`config.mk`:
```
export PLATFORM = sky130hd
export DESIGN_NAME = uart_serial_port
export DESIGN_NICKNAME = d
export VERILOG_FILES = /design/src/rtl/uart_serial_port.sv
export SDC_FILE = /design/constraint.sdc
export NUM_CORES = 1
export LEC_CHECK = 0
export CORE_ASPECT_RATIO = 1.25
export CORE_MARGIN = 10
export CORE_UTILIZATION = 45
export CTS_BUF_LIST = sky130_fd_sc_hd__clkbuf_8
export DETAILED_ROUTE_END_ITERATION = 8
export PLACE_DENSITY_LB_ADDON = 0.2
export SLEW_MARGIN = 30
export SYNTH_ARGS = -nofsm -noshare
export SYNTH_HDL_FRONTEND = slang
export SYNTH_SLANG_ARGS = --single-unit
```
`constraint.sdc`:
```
create_clock -name clock -period 3.86 [get_ports clock]
set_input_delay 0.772 -clock clock [delete_from_list [all_inputs] [get_ports clock]]
set_output_delay 0.772 -clock clock [all_outputs]
set_load 0.05 [all_outputs]
```
`src/rtl/uart_serial_port.sv`:
```
// Memory-mapped serial endpoint: CPU bytes are buffered and sent as 8N1 UART frames,
// received frames are buffered for the CPU to drain one byte per read strobe.
module uart_serial_port #(
  parameter int CLKS_PER_BIT = 434,
  parameter int FIFO_DEPTH   = 8
) (
  input  logic       clock,
  input  logic       reset,
  input  logic [7:0] cpu_data_in,
  input  logic       cpu_wren_in,
  input  logic       cpu_rden_in,
  output logic [7:0] cpu_data_out,
  output logic       cpu_valid_out,
  output logic       cpu_ready_out,
  input  logic       uart_rx_in,
  output logic       uart_tx_out,
  output logic       rx_overrun_out,
  output logic       frame_err_out
);

  localparam int AW = $clog2(FIFO_DEPTH);
  localparam int CW = $clog2(CLKS_PER_BIT);

  localparam logic [AW:0]   CNT_FULL  = (AW+1)'(FIFO_DEPTH);
  localparam logic [AW:0]   CNT_ONE   = (AW+1)'(1);
  localparam logic [AW-1:0] PTR_ONE   = AW'(1);
  localparam logic [CW-1:0] BIT_LAST  = CW'(CLKS_PER_BIT - 1);
  localparam logic [CW-1:0] HALF_LAST = CW'(CLKS_PER_BIT / 2 - 1);
  localparam logic [CW-1:0] TICK_ONE  = CW'(1);

  typedef enum logic [1:0] {
    S_IDLE  = 2'd0,
    S_START = 2'd1,
    S_DATA  = 2'd2,
    S_STOP  = 2'd3
  } state_t;

  // TX FIFO storage and control
  logic [7:0]    r_txf_mem [FIFO_DEPTH];
  logic [AW-1:0] r_txf_wr;
  logic [AW-1:0] r_txf_rd;
  logic [AW:0]   r_txf_cnt;
  logic          w_tx_push;
  logic          w_tx_pop;

  // TX serializer
  state_t        r_tx_state;
  logic [CW-1:0] r_tx_cnt;
  logic [2:0]    r_tx_idx;
  logic [7:0]    r_tx_shift;
  logic          r_tx_line;
  logic          w_tx_bit_end;

  // RX synchronizer and deserializer
  logic          r_rx_meta;
  logic          r_rx_sync;
  state_t        r_rx_state;
  logic [CW-1:0] r_rx_cnt;
  logic [2:0]    r_rx_idx;
  logic [7:0]    r_rx_shift;
  logic          w_rx_bit_end;
  logic          w_rx_stop_sample;
  logic          w_rx_push_req;
  logic          w_rx_push;
  logic          w_rx_pop;

  // RX FIFO storage and control
  logic [7:0]    r_rxf_mem [FIFO_DEPTH];
  logic [AW-1:0] r_rxf_wr;
  logic [AW-1:0] r_rxf_rd;
  logic [AW:0]   r_rxf_cnt;

  // Sticky error flags
  logic          r_overrun;
  logic          r_frame_err;

  assign w_tx_push    = cpu_wren_in && (r_txf_cnt != CNT_FULL);
  assign w_tx_bit_end = (r_tx_cnt == BIT_LAST);
  // The serializer loads the next byte either from idle or straight out of a stop bit.
  assign w_tx_pop     = (r_txf_cnt != '0) &&
                        ((r_tx_state == S_IDLE) || ((r_tx_state == S_STOP) && w_tx_bit_end));

  assign w_rx_bit_end     = (r_rx_cnt == BIT_LAST);
  assign w_rx_stop_sample = (r_rx_state == S_STOP) && w_rx_bit_end;
  assign w_rx_push_req    = w_rx_stop_sample && r_rx_sync;
  assign w_rx_push        = w_rx_push_req && (r_rxf_cnt != CNT_FULL);
  assign w_rx_pop         = cpu_rden_in && (r_rxf_cnt != '0);

  assign cpu_data_out   = (r_rxf_cnt != '0) ? r_rxf_mem[r_rxf_rd] : 8'h00;
  assign cpu_valid_out  = (r_rxf_cnt != '0);
  assign cpu_ready_out  = (r_txf_cnt != CNT_FULL);
  assign uart_tx_out    = r_tx_line;
  assign rx_overrun_out = r_overrun;
  assign frame_err_out  = r_frame_err;

  // TX FIFO: CPU pushes, serializer pops
  always_ff @(posedge clock) begin
    if (reset) begin
      r_txf_wr  <= '0;
      r_txf_rd  <= '0;
      r_txf_cnt <= '0;
    end else begin
      if (w_tx_push) begin
        r_txf_mem[r_txf_wr] <= cpu_data_in;
        r_txf_wr            <= r_txf_wr + PTR_ONE;
      end
      if (w_tx_pop) begin
        r_txf_rd <= r_txf_rd + PTR_ONE;
      end
      case ({w_tx_push, w_tx_pop})
        2'b10:   r_txf_cnt <= r_txf_cnt + CNT_ONE;
        2'b01:   r_txf_cnt <= r_txf_cnt - CNT_ONE;
        default: r_txf_cnt <= r_txf_cnt;
      endcase
    end
  end

  // TX frame FSM with registered line output
  always_ff @(posedge clock) begin
    if (reset) begin
      r_tx_state <= S_IDLE;
      r_tx_cnt   <= '0;
      r_tx_idx   <= 3'd0;
      r_tx_shift <= 8'h00;
      r_tx_line  <= 1'b1;
    end else begin
      case (r_tx_state)
        S_IDLE: begin
          r_tx_cnt <= '0;
          if (w_tx_pop) begin
            r_tx_state <= S_START;
            r_tx_shift <= r_txf_mem[r_txf_rd];
            r_tx_line  <= 1'b0;
          end else begin
            r_tx_line  <= 1'b1;
          end
        end
        S_START: begin
          if (w_tx_bit_end) begin
            r_tx_state <= S_DATA;
            r_tx_cnt   <= '0;
            r_tx_idx   <= 3'd0;
            r_tx_line  <= r_tx_shift[0];
          end else begin
            r_tx_cnt   <= r_tx_cnt + TICK_ONE;
          end
        end
        S_DATA: begin
          if (w_tx_bit_end) begin
            r_tx_cnt   <= '0;
            r_tx_shift <= {1'b0, r_tx_shift[7:1]};
            if (r_tx_idx == 3'd7) begin
              r_tx_state <= S_STOP;
              r_tx_line  <= 1'b1;
            end else begin
              r_tx_idx   <= r_tx_idx + 3'd1;
              r_tx_line  <= r_tx_shift[1];
            end
          end else begin
            r_tx_cnt   <= r_tx_cnt + TICK_ONE;
          end
        end
        S_STOP: begin
          if (w_tx_bit_end) begin
            r_tx_cnt <= '0;
            if (w_tx_pop) begin
              r_tx_state <= S_START;
              r_tx_shift <= r_txf_mem[r_txf_rd];
              r_tx_line  <= 1'b0;
            end else begin
              r_tx_state <= S_IDLE;
              r_tx_line  <= 1'b1;
            end
          end else begin
            r_tx_cnt <= r_tx_cnt + TICK_ONE;
          end
        end
        default: begin
          r_tx_state <= S_IDLE;
          r_tx_cnt   <= '0;
          r_tx_line  <= 1'b1;
        end
      endcase
    end
  end

  // Two-flop synchronizer for the asynchronous line, idling high
  always_ff @(posedge clock) begin
    if (reset) begin
      r_rx_meta <= 1'b1;
      r_rx_sync <= 1'b1;
    end else begin
      r_rx_meta <= uart_rx_in;
      r_rx_sync <= r_rx_meta;
    end
  end

  // RX frame FSM: mid-start check, then one sample per bit period
  always_ff @(posedge clock) begin
    if (reset) begin
      r_rx_state <= S_IDLE;
      r_rx_cnt   <= '0;
      r_rx_idx   <= 3'd0;
      r_rx_shift <= 8'h00;
    end else begin
      case (r_rx_state)
        S_IDLE: begin
          r_rx_cnt <= '0;
          if (!r_rx_sync) begin
            r_rx_state <= S_START;
          end
        end
        S_START: begin
          if (r_rx_cnt == HALF_LAST) begin
            r_rx_cnt   <= '0;
            r_rx_idx   <= 3'd0;
            r_rx_state <= r_rx_sync ? S_IDLE : S_DATA;
          end else begin
            r_rx_cnt   <= r_rx_cnt + TICK_ONE;
          end
        end
        S_DATA: begin
          if (w_rx_bit_end) begin
            r_rx_cnt   <= '0;
            r_rx_shift <= {r_rx_sync, r_rx_shift[7:1]};
            if (r_rx_idx == 3'd7) begin
              r_rx_state <= S_STOP;
            end else begin
              r_rx_idx   <= r_rx_idx + 3'd1;
            end
          end else begin
            r_rx_cnt <= r_rx_cnt + TICK_ONE;
          end
        end
        S_STOP: begin
          if (w_rx_bit_end) begin
            r_rx_cnt   <= '0;
            r_rx_state <= S_IDLE;
          end else begin
            r_rx_cnt   <= r_rx_cnt + TICK_ONE;
          end
        end
        default: begin
          r_rx_state <= S_IDLE;
          r_rx_cnt   <= '0;
        end
      endcase
    end
  end

  // RX FIFO: deserializer pushes, CPU pops
  always_ff @(posedge clock) begin
    if (reset) begin
      r_rxf_wr  <= '0;
      r_rxf_rd  <= '0;
      r_rxf_cnt <= '0;
    end else begin
      if (w_rx_push) begin
        r_rxf_mem[r_rxf_wr] <= r_rx_shift;
        r_rxf_wr            <= r_rxf_wr + PTR_ONE;
      end
      if (w_rx_pop) begin
        r_rxf_rd <= r_rxf_rd + PTR_ONE;
      end
      case ({w_rx_push, w_rx_pop})
        2'b10:   r_rxf_cnt <= r_rxf_cnt + CNT_ONE;
        2'b01:   r_rxf_cnt <= r_rxf_cnt - CNT_ONE;
        default: r_rxf_cnt <= r_rxf_cnt;
      endcase
    end
  end

  // Sticky flags; a full FIFO drops the byte even if the CPU pops on the same edge
  always_ff @(posedge clock) begin
    if (reset) begin
      r_overrun   <= 1'b0;
      r_frame_err <= 1'b0;
    end else if (w_rx_stop_sample) begin
      if (!r_rx_sync) begin
        r_frame_err <= 1'b1;
      end else if (r_rxf_cnt == CNT_FULL) begin
        r_overrun <= 1'b1;
      end else begin
        r_overrun <= r_overrun;
      end
    end else begin
      r_overrun   <= r_overrun;
      r_frame_err <= r_frame_err;
    end
  end

endmodule

```
==> results of run 1 <==
final timing paths:
check | from | end | slack, ns | cells past startpoint
hold reg to reg | r_rx_meta | r_rx_sync | 0.41 | 1
setup reg to reg | r_rx_cnt[0] | r_rxf_cnt[2] | 0.83 | 12
setup / recovery | flop | cpu_data_out[7] | 0.42 | 4
hold / removal | r_rx_meta | r_rx_sync | 0.41 | 1
cells by family (layout without fill, tap and decap cells):
group                    Yosys count  after routing
adder cells (fa/ha/maj)           23             23
AO/OA/AOI/OAI                     54             54
flip-flops                       203            203
AND/OR/NAND/NOR                  197            197
multiplexers                      68             68
buffers and inverters             39            118
XOR/XNOR                          27             27
registers in the layout, indices dropped and copies added, names as in the netlist, 2 cells and up, named ones only:
signal / flops
r_rx_cnt: 9
r_rx_idx: 3
r_rx_shift: 8
r_rxf_cnt: 4
r_rxf_mem: 64
r_rxf_rd: 3
r_rxf_wr: 3
r_tx_cnt: 9
r_tx_idx: 3
r_tx_shift: 8
r_tx_state: 2
r_txf_cnt: 4
r_txf_mem: 64
r_txf_rd: 3
r_txf_wr: 3
routing by layer:
layer	track usage, %	up-vias
met5	0	-
met2	23.0	78
met4	5.07	0
met1	13.9	2383
li1	-	2363
met3	2.99	25
critical path: cells and delay by family, from the launching register on:
family                 cells  cell delay (ns)
buffers and inverters      1             0.73
flip-flops                 1             0.79
multiplexers               2             0.58
AND/OR/NAND/NOR            1             0.06
layout make-up:
cell class,instances,area (µm²),area share (%)
Sequential cell,203,5350,55.4
Multi-Input combinational cell,369,2920,30.3
Clock buffer,39,537,5.56
Timing Repair Buffer,44,388,4.02
Tap cell,228,285,2.96
Clock inverter,23,131,1.36
Inverter,12,45.0,0.467
layout by cell type (no fill, tap or decap), types with 4 or more instances in the layout:
| master | count |
|---|---|
| xor2_1 | 16 |
| xnor2_1 | 11 |
| nor2_1 | 83 |
| inv_1 | 17 |
| nor3_1 | 10 |
| clkinv_2 | 7 |
| nand3_1 | 12 |
| nand2_1 | 39 |
| clkdlybuf4s50_1 | 24 |
| clkbuf_8 | 39 |
| a21oi_1 | 25 |
| dfxtp_1 | 75 |
| clkinv_1 | 6 |
| edfxtp_1 | 128 |
| o21ai_0 | 13 |
| nor2b_1 | 5 |
| ha_1 | 23 |
| or3_1 | 7 |
| buf_4 | 19 |
| mux4_2 | 32 |
| nand4_1 | 4 |
| mux2i_1 | 32 |
| nand2b_1 | 6 |
where the power goes:
group	leakage [µW]	switching [µW]	internal, µW
Sequential	0.00178	119	2410
Clock	0.000378	836	1000
Combinational	0.00115	407	394
Total	0.00331	1360	3810
per-stage QoR:
step                instances  utilization, %  setup slack, ns  total power, µW
global placement          856            49.3            0.935             3360
detailed placement        856            49.3            0.819             3390
CTS                       918            52.9            0.342             5250
floorplan                 611               -             1.10             3200
global route              918            52.9            0.211             5450
finish                    918            52.9            0.421             5170
==> metrics.txt, run 1 <==
CTS Buffer Depth 3; Setup Viol. Count Final 0; Die ar. ~25000 µm²; effective utilization at floorplan between 40% and 50%; Post-Synthesis Cells 611; routed len/inst between 15 and 20 µm; vias approximately 4800; final WL between 15000 and 20000 µm; hpwl dp around 10000 µm; HP Class reg2reg; Post-DP Area around 9000 µm²; vias per inst 5.28; largest family of logic cells by synthesized area multiplexers; Cell Chain, Critical Path mux4_2 > mux2i_1 > nor2_1 > clkdlybuf4s50_1; vias in the first global route between 5000 and 6000; final net count 700; critical path data required time just over 3 ns; hold buffers post-CTS 0; mux share of post-synthesis cell area 12.9%; final hold viol count 0; relative max-transition margin just over 40%; Layout area overhead 14.5%; initial antenna violation count 0; met1 WL 6320 µm; FP Rows 55; Worst setup SP type flop; Distinct cells, synth between 50 and 60; f_max ~290 MHz; RSZ-0062 raised after global routing false; PwrDens 536 nW/µm²; CTS tree done; status completed; global-route wire length before repair 25600 µm; largest cells by area after synthesis edfxtp_1 46%, dfxtp_1 18%, mux4_2 8.5%; maximum fanout along the worst path 16; H-Tree Depth 2; top cell type's share of synthesized area 45.6%; core outline area approximately 18000 µm²; Port Buffers 25; gr usage total 12.8%; number of synthesized register bits just over 200; fin. max-slew vios 0; clk_lat worst skew roughly 0.51 ns; boundary pin count 26; Resized Gates After CTS 0; leading area contributor after synthesis edfxtp_1; root buf cell clkbuf_8; post-CTS setup buffer count 0; Primary FF master, synth edfxtp_1; clock skew roughly 0.014 ns; largest net degree at the start of global routing 36; Num CTS Buffers 34; Max Cap Viol 0; DRC viols 0; Post-Synth Adder-Cell Area about 3.4%; Placer Congestion ~0.77; Post-synth EDFFs approximately 130; Final Critical Period 3.44 ns; Diodes inserted 0; sequential-to-total area share from yosys stat roughly 63%; final antenna-violating net count 0; Reg clk slew, reported paths about 0.060 ns; syn nets around 650; Setup CP Type reg2out; Static Leakage ~0.0033 µW; most frequent cell after synthesis edfxtp_1; Clock Sinks between 200 and 250; simple-gate area share of the yosys netlist roughly an eighth; met2 wire length 8620 µm; met3 WL about 660 µm; First DRT Iteration DRCs 263; Fillers about 1500; Synth Area per Inst around 14 µm²; Syn Std Cell Area 8430 µm²; chip width 142 µm; Slowest-stage cell, CP dfxtp_1; Slew @ Worst Pin ~0.9 ns; synth cell count leaders 128 x edfxtp_1, 83 x nor2_1, 75 x dfxtp_1; cell area after layout approximately 9700 µm²; Worst Path Arrival between 2 and 3 ns; post-synthesis xor/xnor area fraction ~2.8%; Ys Warns 0; setup_tns 0 ns; First-pass DRT Iterations 4; share of layout cells above drive strength 1 approximately 17%; Worst Setup End Kind output port; Overflow after GRT 0; Synth Area in Compound Gates between 3 and 4%; max incr delay on CP slightly below 0.8 ns; WHS approximately 0.41 ns; Top Layer Used met4; crit share post-route ~89%; Max VDD drop 0.000339 V; asr flop ratio synth 0%; die height 173 µm
No activity file was read; power rests on OpenSTA's default activity.
==> run 2: changes to the inputs <==
==> constraint.sdc (replaced) <==
create_clock -name clock -period 3.2 [get_ports clock]
set_input_delay 0.64 -clock clock [delete_from_list [all_inputs] [get_ports clock]]
set_output_delay 0.64 -clock clock [all_outputs]
set_load 0.05 [all_outputs]
==> metrics.txt, run 2 (synthesis gave the netlist of run 1 again) <==
Pwr Total ~6100 µW; Port Buffers 25; Layout area overhead 14.4%; RSZ-0062 raised after global routing false; Max VDD drop ~0.00037 V; Clock Sinks slightly above 200; Switching Share about a quarter; Diodes inserted 0; share of layout cells above drive strength 1 roughly 18%; largest net degree at the start of global routing 28; Internal about 4500 µW; Cell Chain, Critical Path ha_1 > and2_1 > nand4_2 > nor4_4 > inv_2 > ha_1 > xor2_1 > ha_1 > a21oi_1 > xor2_1 > or3_1 > a21oi_1; Static Leakage ~0.0033 µW; crit-path leading delay family simple AND/OR/NAND/NOR gates; Setup Viol. Count Final 0; vias per inst roughly 5.3; commonest cells after routing, fill and taps aside 128 x edfxtp_1, 83 x nor2_1, 75 x dfxtp_1, 39 x nand2_1, 38 x clkbuf_8; First DRT Iteration DRCs approximately 200; CTS Buffer Depth 3; final antenna-violating net count 0; Buf/Inv on CP 1; Overflow after GRT 0; Final Critical Period around 2.9 ns; Clock Power Share between 30% and 40%; final net count 708; Psw approximately 1600 µW; final hold viol count 0; clk_lat worst skew between 0.5 and 0.6 ns; max incr delay on CP 0.44 ns; vias a little under 5000; setup_tns 0 ns; vias in the first global route 5237; post-CTS setup buffer count 0; Worst setup SP type flop; fin. max-slew vios 0; effective utilization at floorplan 46.2%; final WL roughly 16000 µm; hold buffers post-CTS 0; Num CTS Buffers 35; relative max-transition margin between 40% and 50%; f_max between 300 and 400 MHz; crit share post-route roughly nine tenths; core outline area about 18000 µm²; Max Cap Viol 0; First-pass DRT Iterations 4; critical path data required time around 3.6 ns; H-Tree Depth 2; Slew @ Worst Pin 0.833 ns; hpwl dp 10500 µm; Worst Setup End Kind flop; boundary pin count 26; maximum fanout along the worst path 9; sequential share of power ~50%; gr usage total a little over an eighth; WHS roughly 0.42 ns; Resized Gates After CTS 0; DRC viols 0; most common cell after layout, fill and taps aside edfxtp_1; HP Class reg2reg; CTS tree done; clock skew around 0.019 ns; FP Rows 55; chip width 142 µm; Reg clk slew, reported paths ~0.06 ns; largest registers r_rxf_mem (64), r_txf_mem (64); PwrDens roughly 630 nW/µm²; Slowest-stage cell, CP dfxtp_1; Placer Congestion ~0.83; Setup CP Type reg2reg; Worst Path Arrival approximately 3.4 ns; status completed; global-route wire length before repair between 20000 and 30000 µm; Comb pwr share between 10% and 20%; crit-path most repeated cell ha_1; routed len/inst ~17 µm; initial antenna violation count 0; die height about 170 µm; root buf cell clkbuf_8; Die ar. roughly 25000 µm²; Reg2Reg Setup Slack around 0.27 ns
-- run 2: final timing paths --
kind,from,to,cells after the start
max reg2reg,r_rx_cnt[0],r_rxf_cnt[2],12
min,r_rx_meta,r_rx_sync,1
max,r_rx_cnt[0],r_rxf_cnt[2],12
min reg2reg,r_rx_meta,r_rx_sync,1
-- run 2: through the flow --
step / setup slack (ns) / cells / cell area, µm² / utilization [%]
5_1_grt: 0.0121 / 926 / 9640 / 52.9
3_5_place_dp: 0.267 / 863 / 9010 / 49.4
6_report: 0.273 / 926 / 9640 / 52.9
4_1_cts: 0.266 / 926 / 9640 / 52.9
3_3_place_gp: 0.401 / 863 / 9010 / 49.4
2_1_floorplan: 0.439 / 611 / 8430 / -
-- run 2: per-layer routing --
layer | global-route usage, % | wire [µm] | vias to the layer above
li1 | - | - | 2383
met1 | 14.2 | 6240 | 2426
met2 | 23.4 | 8390 | 87
met3 | 3.45 | 703 | 30
met4 | 4.69 | 338 | 0
met5 | 0 | 0 | -
-- run 2: power by group through the flow --
stage | logic, µW | registers [µW] | clock network [µW]
2_1_floorplan | 811 | 3050 | 0
3_3_place_gp | 948 | 3110 | 0
3_5_place_dp | 979 | 3120 | 0
4_1_cts | 983 | 3070 | 2160
5_1_grt | 1080 | 3090 | 2290
6_report | 970 | 3060 | 2080
-- run 2: worst register-to-register path, cell delays in order (launching register included) --
cell     delay [ns]
dfxtp_1        0.44
ha_1           0.18
and2_1         0.15
nand4_2        0.23
nor4_4         0.42
inv_2          0.14
ha_1           0.28
xor2_1         0.16
ha_1           0.18
a21oi_1        0.14
xor2_1         0.09
or3_1          0.30
a21oi_1        0.14
-- run 2: layout make-up --
cell class                 instances  area (µm²)
fill                            1513        8600
inverter                          12        45.0
clock inverter                    25         105
tap                              228         285
timing repair buffer              51         420
clock buffer                      38         523
sequential                       203        5350
multi-input combinational        369        2920
==> run 3: changes to the inputs <==
--- a/config.mk
+++ b/config.mk
@@ -11,7 +11,7 @@
 export CTS_BUF_LIST = sky130_fd_sc_hd__clkbuf_8
 export DETAILED_ROUTE_END_ITERATION = 8
 export PLACE_DENSITY_LB_ADDON = 0.2
-export SLEW_MARGIN = 30
+export SLEW_MARGIN = 20
 export SYNTH_ARGS = -nofsm -noshare
 export SYNTH_HDL_FRONTEND = slang
 export SYNTH_SLANG_ARGS = --single-unit
==> results of run 3 <==
The final DEF is identical to that of run 2; final timing and power are the same.
